`config.mk`:
```
export PLATFORM = sky130hd
export DESIGN_NAME = prog_loader_flat
export DESIGN_NICKNAME = d
export VERILOG_FILES = /design/src/rtl/prog_loader_pkg.sv /design/src/rtl/prog_loader_if.sv /design/src/rtl/prog_loader_byte_packer.sv /design/src/rtl/prog_loader.sv /design/src/flat_wrapper.sv
export SDC_FILE = /design/constraint.sdc
export NUM_CORES = 1
export LEC_CHECK = 0
export BUFFER_PORTS_ARGS = -buffer_cell sky130_fd_sc_hd__buf_2
export CAP_MARGIN = 20
export CORE_MARGIN = 5
export CORE_UTILIZATION = 45
export CTS_CLUSTER_DIAMETER = 50
export DETAILED_ROUTE_END_ITERATION = 7
export GPL_ROUTABILITY_DRIVEN = 1
export GPL_TIMING_DRIVEN = 1
export MAX_ROUTING_LAYER = met4
export PLACE_DENSITY = 0.72
export SYNTH_ARGS = -nofsm -noshare
export SYNTH_HDL_FRONTEND = slang
export SYNTH_SLANG_ARGS = --single-unit
```
`constraint.sdc`:
```
create_clock -name clk -period 8.6 [get_ports clk]
set_input_delay 1.29 -clock clk [delete_from_list [all_inputs] [get_ports clk]]
set_output_delay 1.29 -clock clk [all_outputs]
set_load 0.005 [all_outputs]
```
`src/rtl/prog_loader_pkg.sv`:
```
`default_nettype none
// ============================================================================
// Module   : prog_loader_pkg
// Brief    : Shared state encoding and constants for the program loader.
// Revision : 1.0
// ============================================================================
package prog_loader_pkg;

    localparam int c_hdr_bytes         = 4;
    localparam int c_mem_words_default = 256;

    typedef enum logic [2:0] {
        S_IDLE     = 3'd0,
        S_HDR_ADDR = 3'd1,
        S_HDR_CNT  = 3'd2,
        S_DATA     = 3'd3,
        S_WRITE    = 3'd4,
        S_LAUNCH   = 3'd5,
        S_DONE     = 3'd6,
        S_ERR      = 3'd7
    } state_t;

endpackage
`default_nettype wire

```
`src/rtl/prog_loader_if.sv`:
```
`default_nettype none
// ============================================================================
// Module   : prog_loader_if
// Brief    : Byte stream, instruction-memory and core-control bundle.
// Revision : 1.0
// ============================================================================
interface prog_loader_if;

    logic        i_load_req;
    logic        i_byte_valid;
    logic [7:0]  i_byte;
    logic        o_byte_ready;
    logic        o_mem_we;
    logic [31:0] o_mem_addr;
    logic [31:0] o_mem_data;
    logic        o_core_stall;
    logic        o_pc_writing_first_addr;
    logic [31:0] o_pc_start_addr;
    logic        o_done;
    logic        o_err;

    modport master (
        output i_load_req, i_byte_valid, i_byte,
        input  o_byte_ready, o_mem_we, o_mem_addr, o_mem_data, o_core_stall,
               o_pc_writing_first_addr, o_pc_start_addr, o_done, o_err
    );

    modport slave (
        input  i_load_req, i_byte_valid, i_byte,
        output o_byte_ready, o_mem_we, o_mem_addr, o_mem_data, o_core_stall,
               o_pc_writing_first_addr, o_pc_start_addr, o_done, o_err
    );

endinterface
`default_nettype wire

```
`src/rtl/prog_loader_byte_packer.sv`:
```
`default_nettype none
// ============================================================================
// Module   : byte_packer
// Brief    : Shifts four accepted bytes into a little-endian 32-bit word.
// Revision : 1.0
// ============================================================================
module byte_packer
    import prog_loader_pkg::*;
(
    input  wire logic        clk,
    input  wire logic        rst,
    input  wire logic        i_clear,
    input  wire logic        i_valid,
    input  wire logic [7:0]  i_byte,
    output logic      [31:0] o_word,
    output logic             o_full
);

    logic [1:0]  r_cnt;
    logic [23:0] r_word;

    // Only the three earlier bytes are stored; the fourth is merged on the fly
    // so the owner sees the complete word in the same cycle it is accepted.
    always_ff @(posedge clk) begin
        if (rst || i_clear) begin
            r_cnt  <= '0;
            r_word <= '0;
        end else if (i_valid) begin
            r_cnt  <= r_cnt + 2'd1;
            r_word <= {i_byte, r_word[23:8]};
        end
    end

    assign o_word = {i_byte, r_word};
    assign o_full = i_valid && (r_cnt == 2'(c_hdr_bytes - 1));

endmodule
`default_nettype wire

```
`src/rtl/prog_loader.sv`:
```
`default_nettype none
// ============================================================================
// Module   : prog_loader
// Brief    : Parses a header+payload byte stream into instruction memory and
//            launches the core at the programmed start address.
// Revision : 1.0
// ============================================================================
module prog_loader
    import prog_loader_pkg::*;
#(
    parameter int MEM_WORDS = c_mem_words_default
)(
    input  wire logic     clk,
    input  wire logic     rst,
    prog_loader_if.slave  bus
);

    localparam logic [32:0] c_mem_words = 33'(MEM_WORDS);

    state_t      r_state;
    logic [31:0] r_start_addr;
    logic [31:0] r_count;
    logic [31:0] r_idx;
    logic        r_byte_ready;
    logic        r_mem_we;
    logic [31:0] r_mem_addr;
    logic [31:0] r_mem_data;
    logic        r_core_stall;
    logic        r_pc_we;
    logic [31:0] r_pc_start;
    logic        r_done;
    logic        r_err;

    logic        w_accept;
    logic        w_clear;
    logic        w_full;
    logic [31:0] w_word;
    logic [32:0] w_end_word;

    assign w_accept = r_byte_ready && bus.i_byte_valid;
    assign w_clear  = bus.i_load_req &&
                      (r_state == S_IDLE || r_state == S_DONE || r_state == S_ERR);
    // Widened so a huge COUNT cannot wrap past the memory-depth check.
    assign w_end_word = {3'b000, r_start_addr[31:2]} + {1'b0, w_word};

    byte_packer u_packer (
        .clk     (clk),
        .rst     (rst),
        .i_clear (w_clear),
        .i_valid (w_accept),
        .i_byte  (bus.i_byte),
        .o_word  (w_word),
        .o_full  (w_full)
    );

    always_ff @(posedge clk) begin
        if (rst) begin
            r_state      <= S_IDLE;
            r_start_addr <= '0;
            r_count      <= '0;
            r_idx        <= '0;
            r_byte_ready <= 1'b0;
            r_mem_we     <= 1'b0;
            r_mem_addr   <= '0;
            r_mem_data   <= '0;
            r_core_stall <= 1'b1;
            r_pc_we      <= 1'b0;
            r_pc_start   <= '0;
            r_done       <= 1'b0;
            r_err        <= 1'b0;
        end else begin
            r_mem_we <= 1'b0;
            r_pc_we  <= 1'b0;
            case (r_state)
                S_IDLE, S_DONE, S_ERR: begin
                    if (bus.i_load_req) begin
                        r_state      <= S_HDR_ADDR;
                        r_byte_ready <= 1'b1;
                        r_idx        <= '0;
                        r_done       <= 1'b0;
                        r_err        <= 1'b0;
                        r_core_stall <= 1'b1;
                    end
                end
                S_HDR_ADDR: begin
                    if (w_full) begin
                        r_start_addr <= w_word;
                        if (w_word[1:0] != 2'b00) begin
                            r_state      <= S_ERR;
                            r_err        <= 1'b1;
                            r_byte_ready <= 1'b0;
                        end else begin
                            r_state <= S_HDR_CNT;
                        end
                    end
                end
                S_HDR_CNT: begin
                    if (w_full) begin
                        r_count <= w_word;
                        if (w_word == 32'd0 || w_end_word > c_mem_words) begin
                            r_state      <= S_ERR;
                            r_err        <= 1'b1;
                            r_byte_ready <= 1'b0;
                        end else begin
                            r_state <= S_DATA;
                        end
                    end
                end
                S_DATA: begin
                    if (w_full) begin
                        r_state      <= S_WRITE;
                        r_byte_ready <= 1'b0;
                        r_mem_we     <= 1'b1;
                        r_mem_addr   <= r_start_addr + {r_idx[29:0], 2'b00};
                        r_mem_data   <= w_word;
                    end
                end
                S_WRITE: begin
                    r_idx <= r_idx + 32'd1;
                    if (r_idx == r_count - 32'd1) begin
                        r_state    <= S_LAUNCH;
                        r_pc_we    <= 1'b1;
                        r_pc_start <= r_start_addr;
                    end else begin
                        r_state      <= S_DATA;
                        r_byte_ready <= 1'b1;
                    end
                end
                S_LAUNCH: begin
                    r_state      <= S_DONE;
                    r_done       <= 1'b1;
                    r_core_stall <= 1'b0;
                end
                default: r_state <= S_IDLE;
            endcase
        end
    end

    assign bus.o_byte_ready            = r_byte_ready;
    assign bus.o_mem_we                = r_mem_we;
    assign bus.o_mem_addr              = r_mem_addr;
    assign bus.o_mem_data              = r_mem_data;
    assign bus.o_core_stall            = r_core_stall;
    assign bus.o_pc_writing_first_addr = r_pc_we;
    assign bus.o_pc_start_addr         = r_pc_start;
    assign bus.o_done                  = r_done;
    assign bus.o_err                   = r_err;

endmodule
`default_nettype wire

```
`src/flat_wrapper.sv`:
```
// flat-port wrapper written by rule: the top's interface ports become plain ports
module prog_loader_flat import prog_loader_pkg::*;
#(
    parameter int MEM_WORDS = c_mem_words_default
)
  (clk, rst, bus_i_load_req, bus_i_byte_valid, bus_i_byte, bus_o_byte_ready, bus_o_mem_we, bus_o_mem_addr, bus_o_mem_data, bus_o_core_stall, bus_o_pc_writing_first_addr, bus_o_pc_start_addr, bus_o_done, bus_o_err);
  prog_loader_if bus_i ();
  input  wire logic clk;
  input  wire logic rst;
  input wire logic [$bits(bus_i.i_load_req)-1:0] bus_i_load_req;
  input wire logic [$bits(bus_i.i_byte_valid)-1:0] bus_i_byte_valid;
  input wire logic [$bits(bus_i.i_byte)-1:0] bus_i_byte;
  output wire logic [$bits(bus_i.o_byte_ready)-1:0] bus_o_byte_ready;
  output wire logic [$bits(bus_i.o_mem_we)-1:0] bus_o_mem_we;
  output wire logic [$bits(bus_i.o_mem_addr)-1:0] bus_o_mem_addr;
  output wire logic [$bits(bus_i.o_mem_data)-1:0] bus_o_mem_data;
  output wire logic [$bits(bus_i.o_core_stall)-1:0] bus_o_core_stall;
  output wire logic [$bits(bus_i.o_pc_writing_first_addr)-1:0] bus_o_pc_writing_first_addr;
  output wire logic [$bits(bus_i.o_pc_start_addr)-1:0] bus_o_pc_start_addr;
  output wire logic [$bits(bus_i.o_done)-1:0] bus_o_done;
  output wire logic [$bits(bus_i.o_err)-1:0] bus_o_err;
  assign bus_i.i_load_req = bus_i_load_req;
  assign bus_i.i_byte_valid = bus_i_byte_valid;
  assign bus_i.i_byte = bus_i_byte;
  assign bus_o_byte_ready = bus_i.o_byte_ready;
  assign bus_o_mem_we = bus_i.o_mem_we;
  assign bus_o_mem_addr = bus_i.o_mem_addr;
  assign bus_o_mem_data = bus_i.o_mem_data;
  assign bus_o_core_stall = bus_i.o_core_stall;
  assign bus_o_pc_writing_first_addr = bus_i.o_pc_writing_first_addr;
  assign bus_o_pc_start_addr = bus_i.o_pc_start_addr;
  assign bus_o_done = bus_i.o_done;
  assign bus_o_err = bus_i.o_err;
  prog_loader #(.MEM_WORDS(MEM_WORDS)) u_core (.clk(clk), .rst(rst), .bus(bus_i));
endmodule
```
==> results of run 1 <==
## layout make-up
type                            count  area [um2]
Multi-Input combinational cell   1400        8060
Tap cell                          384         480
Timing Repair Buffer              123         674
Clock inverter                     15         140
Sequential cell                   227        4540
Inverter                           35         131
Clock buffer                       38         830
Fill cell                        2812       13900
## sequential cells by signal, indices dropped and copies added, names as in the netlist
signal                              flops
u_core.bus.o_done                       1
u_core.bus.o_core_stall                 1
u_core.bus.o_mem_addr                  32
u_core.bus.o_err                        1
u_core.r_idx                           32
u_core.bus.o_mem_data                  32
u_core.u_packer.r_cnt                   2
u_core.r_start_addr                    32
u_core.r_count                         32
u_core.u_packer.r_word                 24
u_core.bus.o_pc_writing_first_addr      1
u_core.r_state                          3
u_core.bus.o_mem_we                     1
u_core.bus.o_byte_ready                 1
u_core.bus.o_pc_start_addr             32
## per-layer routing
metal / up-vias / wire (um) / track usage [%]
met2: 592 / 18900 / 39.7
met5: - / 0 / -
li1: 6384 / - / -
met1: 6289 / 18600 / 35.0
met3: 103 / 3450 / 3.04
met4: 0 / 1590 / 8.98
## worst min path at each step
stage,from,endpoint,slack [ns],cells past startpoint
after floorplan,u_core.bus.o_core_stall,u_core.bus.o_core_stall,0.44,2
after global placement,u_core.bus.o_core_stall,u_core.bus.o_core_stall,0.44,2
after detailed placement,u_core.bus.o_mem_addr[28],u_core.bus.o_mem_addr[28],0.44,2
after CTS,u_core.bus.o_mem_addr[26],u_core.bus.o_mem_addr[26],0.45,2
after global routing,u_core.bus.o_mem_data[24],u_core.bus.o_mem_data[24],0.46,2
final,u_core.bus.o_mem_addr[22],u_core.bus.o_mem_addr[22],0.45,2
## cells in the mapped netlist, types with 22 or more instances
cell      instances
nor4_1           22
dfxtp_1         227
nand2_1         384
nand3_1          45
nand4_1          25
o21ai_0          85
clkbuf_1         96
a21oi_1         263
ha_1             62
inv_1            35
a31oi_1          22
a21o_1           36
nor2_1          117
nor3_1           27
xor2_1           30
xnor2_1          36
## cell families (layout without fill, tap and decap cells)
kind of cell             Yosys count  count (layout)
AO/OA/AOI/OAI                    531             531
XOR/XNOR                          66              66
adder cells (fa/ha/maj)           64              64
buffers and inverters            141             211
flip-flops                       227             227
multiplexers                      13              13
AND/OR/NAND/NOR                  726             726
## power groups by stage
stage / clock network [mW] / logic [mW] / registers (mW)
after global placement: 0 / 0.0702 / 1.08
final: 1.20 / 0.0717 / 1.06
after CTS: 1.21 / 0.0706 / 1.06
after floorplan: 0 / 0.0491 / 1.08
after global routing: 1.27 / 0.0783 / 1.06
after detailed placement: 0 / 0.0700 / 1.08
## per-stage QoR
stage	instances	setup slack [ns]	power [mW]	hold slack (ns)
after floorplan	1768	4.78	1.13	0.439
after global placement	2167	4.11	1.15	0.435
after detailed placement	2169	3.99	1.15	0.441
after CTS	2222	4.04	2.34	0.449
after global routing	2222	3.76	2.40	0.462
final	2222	4.03	2.33	0.446
## tightest hold or removal path: cells and delay by family (launching register included)
family	cells	cell delay [ns]
simple gates	1	0.05
flops	1	0.31
compound gates	1	0.05
==> results.cfg, run 1 <==
[synthesis]
synth_edf_count = 0
synth_compound_area_share_pct = 24.2
syn_inst = 1768
ys_top_cells_by_area = dfxtp_1, nand2_1, a21oi_1, ha_1, nor2_1
synthAdderAreaFrac_pct = 6.21
netlist.area_leader.share_pct = 34.6
synthMuxAreaShare_pct = 1.03
ys_types = 73
yosys.area.top_type = dfxtp_1
yosys_most_used_dff = dfxtp_1
seq_area_frac_synth_pct = 34.6
yosys.area_share.simple_pct = 25.3
async_flop_share_pct = 0
synth_top_family_by_area = simple AND/OR/NAND/NOR gates
syn-cell-area_um2 = 13100
syn_area_per_cell_um2 = 7.43
yosysWarnings = 0
synth_seq_cells = 227
synth_nets = 1844
synth-xor-area-share_pct = 4.40

[drt]
drc = 0
first_pass_iters = 7
drt_wl_total_um = 42600
num_vias = 13400
drt_iter0_drc = 1322
via_per_inst = 6.02
ant_nets = 0
post_drt_wl_per_cell_um = 19.2

[sta]
drv_slew = 0
rsz0062_at_grt = no
fin_crit_ns = 4.57
max_freq_mhz = 219
setup_viol = 0
max_slew_margin_pct = 25.4
finalClockSkew_ns = 0.0127
setup_tns_ns = 0
timing.final.crit_share_pct = 53.1
hold_viol_final = 0
tightest_slew_ns = 1.12

[die]
ioPinCount = 114
start_util_pct = 45.7
die-area_um2 = 32700
num_rows = 62
die_width_um = 181
dieHeight_um = 181
core_um2 = 28800

[status]
status = complete, no violations

[worst_hold_path]
worstHoldPathType = reg2reg

[finish]
drive_gt1_share_pct = 11.4
layout_common_cells = nand2_1, a21oi_1, dfxtp_1
diodes = 0
final_common_cell = nand2_1
final_util_pct = 51.6
area_growth_syn_to_layout_pct = 13.1
stdcell_area_um2 = 14900
layout.nets = 1892

[cts]
cts_buffers = 29
cts_resized = 0
cts_tree = yes
cts_hold_buffers = 0
root_buffer = clkbuf_16
clock_sinks = 227
postCtsSetupBuffers = 0
clockBufferDepth = 3
clk_pin_slew_worst_paths_ns = 0.07
htree_levels = 1
clock_latency_ns = 0.54

[power]
switchingPower_mw = 0.564
power_frac_clock_pct = 51.4
irDropWorstVdd_v = 0.000133
p_seq_share_pct = 45.5
switching_share_pct = 24.2
power_frac_comb_pct = 3.1
power_density_nw_per_um2 = 157
p_leak_nw = 6.04
p_int_mw = 1.77

[setup_path]
critPathLaunch = u_core.r_count[4]
cp-start-kind = register
cpPeakStageDelay_ns = 0.79
cp_max_fo = 37
cp_top_family = simple AND/OR/NAND/NOR gates
cp_slowest_cell = nor2_4
cpMostUsedCell = or4_4
r2r_start = u_core.r_count[4]
worst-path-stages = 10
critPathKind = reg2reg
r2r-end = u_core.bus.o_pc_start_addr[4]
crit_chain = or4_1 -> or4_4 -> or4_4 -> o311ai_2 -> o211ai_1 -> a22oi_2 -> nand4_4 -> nor2_4 -> nand2_1 -> a21oi_1
crit_arrival_ns = 5.02
cp-end-kind = register
cp_num_buf_inv = 0
crit_end = u_core.bus.o_pc_start_addr[4]
required_ns = 9.05
reg2reg_slack_ns = 4.03
rr_worst_depth = 10

[grt]
antenna_found_initial = 0
grt_pass1_wl_um = 67900
overflow = 0
grt_pass1_vias = 12400
grt_start_max_net_pins = 108
grtUsageTotal_pct = 25.7

[placement]
port_buffers = 113
place_hpwl_um = 30800
place_congestion = 0.994
dpl_cell_area_um2 = 13900

[job]
cap_violations = 0
(Power assumes the default switching activity.)
==> inputs of run 2 (changes only) <==
==> constraint.sdc (replaced) <==
create_clock -name clk -period 4.55 [get_ports clk]
set_input_delay 0.6825 -clock clk [delete_from_list [all_inputs] [get_ports clk]]
set_output_delay 0.6825 -clock clk [all_outputs]
set_load 0.005 [all_outputs]
==> results.cfg, run 2 (same netlist as run 1, synthesis figures left out) <==
[setup_path]
reg2reg_slack_ns = 0.27
r2r_start = u_core.r_count[4]
cp-end-kind = register
cp-start-kind = register
cp_slowest_cell = or4_1
rr_worst_depth = 10
crit_arrival_ns = 4.74
crit_chain = or4_1 -> or4_4 -> nor3_4 -> mux2i_1 -> a2111oi_0 -> and4_1 -> nand4_4 -> nor2_4 -> nand2_1 -> a21oi_1
cpPeakStageDelay_ns = 0.76
cp_max_fo = 32
required_ns = 5.01
critPathKind = reg2reg
r2r-end = u_core.bus.o_pc_start_addr[7]

[cts]
htree_levels = 1
postCtsSetupBuffers = 0
cts_resized = 0
clock_latency_ns = 0.54
clk_pin_slew_worst_paths_ns = 0.06
clock_sinks = 227
cts_hold_buffers = 0
clockBufferDepth = 3
root_buffer = clkbuf_16
cts_tree = yes
cts_buffers = 28

[drt]
first_pass_iters = 6
drt_wl_total_um = 44500
num_vias = 13600
ant_nets = 0
drc = 0
via_per_inst = 6.06
post_drt_wl_per_cell_um = 19.8
drt_iter0_drc = 1315

[power]
switching_share_pct = 22.7
p_int_mw = 3.40
switchingPower_mw = 1.00
p_seq_share_pct = 45.6
irDropWorstVdd_v = 0.000212
power_frac_clock_pct = 51.0
power_frac_comb_pct = 3.4
power_density_nw_per_um2 = 293
p_leak_nw = 6.17

[placement]
port_buffers = 113
pre_cts_ws_ns = 0.304
placed_cells = 2197
place_congestion = 0.976
place_hpwl_um = 32700
dpl_cell_area_um2 = 14100

[worst_hold_path]
hold_depth = 2
hold_end = u_core.bus.o_mem_addr[29]
holdCritStartpoint = u_core.bus.o_mem_addr[29]
worstHoldPathType = reg2reg

[sta]
finalClockSkew_ns = 0.0104
timing.final.crit_share_pct = 94.1
hold_viol_final = 0
rsz0062_at_grt = no
setup_viol = 0
tightest_slew_ns = 0.974
max_slew_margin_pct = 35.1
fin_ws_ns = 0.268
fin_crit_ns = 4.28
max_freq_mhz = 234
setup_tns_ns = 0
drv_slew = 0

[die]
ioPinCount = 114
dieHeight_um = 181
start_util_pct = 45.7
die_width_um = 181
core_um2 = 28800
num_rows = 62
die-area_um2 = 32700

[grt]
overflow = 0
grt_start_max_net_pins = 202
grtUsageTotal_pct = 26.7
grt_pass1_vias = 12600
antenna_found_initial = 1
grt_pass1_wl_um = 70200

[finish]
drive_gt1_share_pct = 12.5
stdcell_area_um2 = 15000
final_common_cell = nand2_1
layout_common_cells = nand2_1, a21oi_1, dfxtp_1
layout.nets = 1919
diodes = 0
layoutNonFillerInstCount = 2248
area_growth_syn_to_layout_pct = 14.3

[status]
status = complete, no violations

[job]
cap_violations = 0
## run 2: changes by cell type in the layout (fill, tap and decap cells not counted), sizes merged
cell,previous run,this run
clkbuf,38,39
clkinv,4,5
buf,123,151
bufinv,0,2
clkinvlp,2,1
inv,44,39
## run 2: per-stage QoR
| step | power (mW) | hold slack [ns] | util (%) |
|---|---|---|---|
| after floorplan | 2.13 | 0.439 | - |
| after global placement | 2.19 | 0.438 | 48.9 |
| after detailed placement | 2.19 | 0.438 | 48.9 |
| after CTS | 4.42 | 0.449 | 52.2 |
| after global routing | 4.53 | 0.458 | 52.2 |
| final | 4.40 | 0.446 | 52.2 |
## run 2: worst max path at each step
stage,to,slack [ns],from,cells after the start
CTS,u_core.bus.o_pc_start_addr[7],0.28,u_core.r_count[4],10
finish,u_core.bus.o_pc_start_addr[7],0.27,u_core.r_count[4],10
global placement,u_core.bus.o_pc_start_addr[7],0.44,u_core.r_count[4],10
floorplan,u_core.bus.o_byte_ready,1.08,u_core.u_packer.r_word[11],12
detailed placement,u_core.bus.o_pc_start_addr[7],0.30,u_core.r_count[4],10
global route,u_core.bus.o_pc_start_addr[7],0.05,u_core.r_count[4],10
## run 2: power by group through the flow
stage                     Sequential (mW)  Clock (mW)  Combinational (mW)
after floorplan                      2.04           0              0.0928
after global placement               2.05           0               0.147
after detailed placement             2.05           0               0.146
after CTS                            2.00        2.27               0.147
after global routing                 2.00        2.36               0.161
final                                2.00        2.24               0.150
## run 2: critical path, delay by kind of cell, from the launching register on
family | cells | cell delay [ns]
simple gates | 7 | 2.97
compound gates | 2 | 0.67
flops | 1 | 0.38
mux | 1 | 0.17
## run 2: area by class of cell
class	count	area, um2
Clock inverter	12	128
Sequential cell	227	4540
Timing Repair Buffer	151	870
Multi-Input combinational cell	1400	8060
Inverter	35	131
Clock buffer	39	813
Fill cell	2786	13800
Tap cell	384	480
## run 2: layer usage
layer	routed length [um]	up-vias	track usage, %
met5	0	-	-
met4	1870	0	10.1
met3	3950	123	3.10
met2	19900	633	41.1
met1	18800	6443	36.3
li1	-	6429	-
